## config.mk

```make
export PLATFORM = sky130hd
export DESIGN_NAME = freq_gen
export DESIGN_NICKNAME = d
export VERILOG_FILES = /design/src/rtl/freq_gen.sv
export SDC_FILE = /design/constraint.sdc
export NUM_CORES = 1
export LEC_CHECK = 0
export CORE_ASPECT_RATIO = 2
export CORE_MARGIN = 2
export CORE_UTILIZATION = 65
export DETAILED_ROUTE_END_ITERATION = 10
export PLACE_DENSITY = 0.92
export SETUP_SLACK_MARGIN = 0.05
export SYNTH_ARGS = -nofsm -noshare
export SYNTH_HDL_FRONTEND = slang
export SYNTH_SLANG_ARGS = --single-unit
```

## constraint.sdc

```tcl
create_clock -name clk -period 6.63 [get_ports clk]
set_clock_uncertainty 0.15 [all_clocks]
set_input_delay 1.326 -clock clk [delete_from_list [all_inputs] [get_ports clk]]
set_output_delay 1.326 -clock clk [all_outputs]
set_load 0.05 [all_outputs]
```

## src/rtl/freq_gen.sv

```systemverilog
// freq_gen: programmable square-wave generator with boundary-synchronous reload.
// Optional per-load high time enabled by defining FREQ_GEN_DUTY_EN.
module freq_gen #(
  parameter int WIDTH = 16,
  parameter int DEFAULT_PERIOD = 1000
) (
  input  logic             clk,
  input  logic             rst_n,
  input  logic             en,
  input  logic             load,
  input  logic [WIDTH-1:0] period,
`ifdef FREQ_GEN_DUTY_EN
  input  logic [WIDTH-1:0] duty,
`endif
  output logic             wave,
  output logic             period_start,
  output logic             busy,
  output logic             load_pending,
  output logic             cfg_err
);
  typedef enum logic [1:0] {IDLE, HIGH, LOW} state_t;
  state_t state_q, state_d;
  logic [WIDTH-1:0] cnt_q, cnt_d, act_p_q, act_p_d, pend_p_q, pend_p_d;
  logic [WIDTH-1:0] act_h, eff_p, eff_h;
  logic pend_q, pend_d, wave_q, wave_d, ps_q, ps_d, err_q, err_d;
  logic valid, bnd, direct, start;
  localparam logic [WIDTH-1:0] DEF_P = WIDTH'(DEFAULT_PERIOD);
  localparam logic [WIDTH-1:0] DEF_H = WIDTH'((DEFAULT_PERIOD + 1) / 2);
  assign bnd    = state_q == LOW && cnt_q == '0;
  assign direct = load && valid && (state_q == IDLE || bnd);
  assign eff_p  = direct ? period : (bnd && pend_q) ? pend_p_q : act_p_q;
`ifdef FREQ_GEN_DUTY_EN
  logic [WIDTH-1:0] act_h_q, act_h_d, pend_h_q, pend_h_d;
  assign valid = period >= WIDTH'(2) && duty != '0 && duty < period;
  assign act_h = act_h_q;
  assign eff_h = direct ? duty : (bnd && pend_q) ? pend_h_q : act_h_q;
  assign act_h_d  = (state_q == IDLE || bnd) ? eff_h : act_h_q;
  assign pend_h_d = (load && valid && busy && !bnd) ? duty : pend_h_q;
  always_ff @(posedge clk or negedge rst_n)
    if (!rst_n) begin
      act_h_q  <= DEF_H;
      pend_h_q <= '0;
    end else begin
      act_h_q  <= act_h_d;
      pend_h_q <= pend_h_d;
    end
`else
  function automatic logic [WIDTH-1:0] half(input logic [WIDTH-1:0] p);
    return WIDTH'(({1'b0, p} + 1'b1) >> 1);
  endfunction
  assign valid = period >= WIDTH'(2);
  assign act_h = half(act_p_q);
  assign eff_h = half(eff_p);
`endif
  assign start = en && (state_q == IDLE || bnd);
  always_comb begin
    state_d  = state_q;
    cnt_d    = cnt_q;
    wave_d   = wave_q;
    ps_d     = 1'b0;
    err_d    = load && !valid;
    act_p_d  = (state_q == IDLE || bnd) ? eff_p : act_p_q;
    pend_p_d = pend_p_q;
    pend_d   = bnd ? 1'b0 : pend_q;
    // Loads outside a boundary wait so the running period is never distorted.
    if (load && valid && busy && !bnd) begin
      pend_p_d = period;
      pend_d   = 1'b1;
    end
    if (start) begin
      state_d = HIGH;
      cnt_d   = eff_h - 1'b1;
      wave_d  = 1'b1;
      ps_d    = 1'b1;
    end else if (bnd) begin
      state_d = IDLE;
    end else if (state_q == HIGH && cnt_q == '0) begin
      state_d = LOW;
      cnt_d   = act_p_q - act_h - 1'b1;
      wave_d  = 1'b0;
    end else if (state_q != IDLE) begin
      cnt_d = cnt_q - 1'b1;
    end
  end
  always_ff @(posedge clk or negedge rst_n)
    if (!rst_n) begin
      state_q  <= IDLE;
      cnt_q    <= '0;
      act_p_q  <= DEF_P;
      pend_p_q <= '0;
      pend_q   <= 1'b0;
      wave_q   <= 1'b0;
      ps_q     <= 1'b0;
      err_q    <= 1'b0;
    end else begin
      state_q  <= state_d;
      cnt_q    <= cnt_d;
      act_p_q  <= act_p_d;
      pend_p_q <= pend_p_d;
      pend_q   <= pend_d;
      wave_q   <= wave_d;
      ps_q     <= ps_d;
      err_q    <= err_d;
    end
  assign wave         = wave_q;
  assign period_start = ps_q;
  assign busy         = state_q != IDLE;
  assign load_pending = pend_q;
  assign cfg_err      = err_q;
endmodule

```

==> flow_summary.json <==
{
  "r2r_slack_ns": 1.72,
  "ctsHoldBuffers": 0,
  "synth_xor_area_share_pct": 11.09,
  "dp_slack_ns": 0.7117,
  "diodes": 0,
  "drt-initial-drc-count": 263,
  "via_per_inst": 6.479,
  "p_leak_nw": 1.896,
  "synth-simple-area-share_pct": 23.44,
  "die-area_um2": 7776,
  "power_density_nw_per_um2": 171.8,
  "p_comb_share_pct": 26.9,
  "setup_ws_ns": 0.8324,
  "post_cts_buffers": 0,
  "crit_path_max_incr_delay_ns": 0.58,
  "die_width_um": 63.36,
  "syn_inst": 522,
  "drv_slew": 0,
  "clockBufferDepth": 2,
  "clk_pin_slew_worst_paths_ns": 0.07,
  "start_kind": "input pin",
  "synthAdderAreaFrac_pct": 5.627,
  "area_delta_synth_final_pct": 9.287,
  "fin_hold_ws_ns": 0.3382,
  "drc": 0,
  "cp_max_fo": 12,
  "synth_mux_area_share_pct": 6.993,
  "synthFlopType": "dfrtp_1",
  "synthDistinctLibCells": 75,
  "drive_above_1_share_pct": 12.38,
  "power_frac_seq_pct": 42.3,
  "grt-ovfl-total": 0,
  "ys_seq_area_share_pct": 29.66,
  "insertion_delay_ns": 0.30,
  "ys_top_cells_by_area": "dfrtp_1 26%, xnor2_1 7.6%, ha_1 5.2%",
  "grt_pass1_wl_um": 19550,
  "end_kind": "flip-flop",
  "relSlewSlack_pct": 38.42,
  "synth_top_area_cell": "dfrtp_1",
  "synth_compound_area_share_pct": 18.96,
  "synth_top_family_by_area": "simple AND/OR/NAND/NOR gates",
  "io_buffer_count": 24,
  "finalSetupViolCount": 0,
  "syn_nets": 562,
  "cts.sinks": 54,
  "max_freq_mhz": 172.5,
  "hold_violations": 0,
  "peakVddDrop_uv": 186.6,
  "rsz0062_at_grt": "false",
  "nFillCells": 571,
  "first_global_vias": 4151,
  "ys_ff_latch": 54,
  "critical_path_class": "in2reg",
  "num_rows": 43,
  "slowest_stage": "nor4_1",
  "post-route-period-util_pct": 87.44,
  "path_cells": "clkdlybuf4s50_1, nor4_1, a41o_1, or2_1, a31oi_4, ha_1, inv_1, a311oi_2, nand3_1, nor3b_1, o21ai_0, mux2i_1, nand3_2, o31a_1, a22oi_2",
  "netlist.area_leader.share_pct": 26.22,
  "totalWireLength_um": 11740,
  "min_path_cells": 2,
  "start_util_pct": 66.52,
  "power.net_switching_uw": 269.2,
  "htreeDepth": 2,
  "maxCapViolCount": 0,
  "ant_nets": 0,
  "arrival_ns": 5.87,
  "synth-edff-count": 0,
  "grt_max_degree": 55,
  "cts_tree": "done",
  "worstPathRequired_ns": 6.70,
  "syn_area_per_cell_um2": 8.775,
  "tightestPinTransition_ns": 0.9194,
  "core_um2": 6887,
  "cts_resized": 0,
  "grt_use_total_pct": 32.26,
  "antenna_found_initial": 0,
  "synth_async_sr_flop_share_pct": 100.0,
  "globalplace.congestion": 0.9456,
  "switching_share_pct": 31.30,
  "cts_root_buf": "clkbuf_16",
  "hold_class": "reg2reg",
  "dp_hpwl_um": 9171,
  "vias": 4088,
  "r2r_cells": 16,
  "cts_made_buffers": 5,
  "io_pins": 25,
  "power.internal_uw": 590.8,
  "dieHeight_um": 122.7,
  "yosysWarnings": 0,
  "p_clk_share_pct": 30.8,
  "syn-cell-area_um2": 4581,
  "fin_tns_setup_ns": 0,
  "fin_nets": 580,
  "status": "finished clean",
  "wl_per_cell_um": 18.61,
  "first_pass_iters": 5,
  "period_needed_ns": 5.798
}
==> cells in the final DEF (no fill, tap or decap), types with 6 or more instances in the layout <==
cell type,synthesis,routed
dfrtp_1,48,48
nor2_1,45,45
xnor2_1,40,40
nand2_1,34,34
a21oi_1,33,33
nand3_1,29,29
o21ai_0,28,28
clkdlybuf4s50_1,0,23
nor3_1,21,21
inv_1,19,19
ha_1,19,19
xor2_1,18,18
mux2_2,16,16
mux2i_1,14,14
a211oi_1,12,12
nand4_1,10,10
a31oi_1,7,7
or3_1,7,7
and3_1,6,6
dfstp_2,6,6
buf_4,3,6
==> power groups by stage <==
stage                     Clock, mW  Sequential, mW  Combinational, mW
final                         0.265           0.363              0.231
after CTS                     0.266           0.363              0.230
after floorplan                   0           0.364              0.170
after global routing          0.276           0.365              0.256
after global placement            0           0.367              0.220
after detailed placement          0           0.369              0.228
==> through the flow <==
stage	instance area, µm²	power [mW]	util [%]	std cells
6_report	5006	0.8600	72.69	631
3_3_place_gp	4862	0.5873	70.60	623
5_1_grt	5006	0.8969	72.69	631
3_5_place_dp	4862	0.5971	70.60	623
4_1_cts	5006	0.8585	72.69	631
2_1_floorplan	4581	0.5338	-	522
==> final timing paths <==
path	from	endpoint
setup / recovery	period[5]	cnt_q[15]
hold / removal	wave	wave
setup reg to reg	cnt_q[0]	cnt_q[15]
hold reg to reg	wave	wave
max in group asynchronous	rst_n	cnt_q[0]
min in group asynchronous	rst_n	act_p_q[1]
==> registers in the layout (all words and copies together) (netlist names) <==
register and count:
act_p_q 16, cnt_q 16, pend_p_q 16, state_q 2
cfg_err 1, load_pending 1, period_start 1, wave 1
==> synthesized netlist by cell type (10+ instances only) <==
cell type / n
xor2_1: 18
a211oi_1: 12
nand3_1: 29
nand4_1: 10
o21ai_0: 28
inv_1: 19
xnor2_1: 40
nor2_1: 45
nor3_1: 21
clkbuf_1: 10
mux2_2: 16
ha_1: 19
a21oi_1: 33
mux2i_1: 14
dfrtp_1: 48
nand2_1: 34
==> cells by family after synthesis <==
family / after synthesis
flops: 54
simple gates: 197
buf+inv: 41
xor+xnor: 58
compound gates: 122
mux: 30
fa+ha+maj: 20
==> area by class of cell <==
type                    instances  area [µm²]  area share (%)
flip-flops and latches         54        1359           27.14
repair buffers                 30       280.3           5.599
inverters                      22       82.58           1.650
clock inverters                 2       15.01          0.2999
well taps                      90       112.6           2.249
clock buffers                   6       128.9           2.574
multi-input cells             427        3028           60.48
==> worst max-delay path: cells and delay by family <==
kind                       cells  cell delay, ns
AOI/OAI and AO/OA              6            1.42
adders and majority gates      1            0.32
buffers and inverters          2            0.64
muxes                          1            0.33
and+or+nand+nor                5            1.82
==> per-layer routing <==
| metal | vias up | GRT usage, % | share of wire (%) |
|---|---|---|---|
| met5 | - | 0 | 0 |
| met4 | 0 | 20.92 | 6.0 |
| met3 | 52 | 2.933 | 3.7 |
| met2 | 142 | 61.64 | 56 |
| met1 | 1945 | 32.46 | 35 |
| li1 | 1949 | - | - |
(Power assumes the default switching activity.)
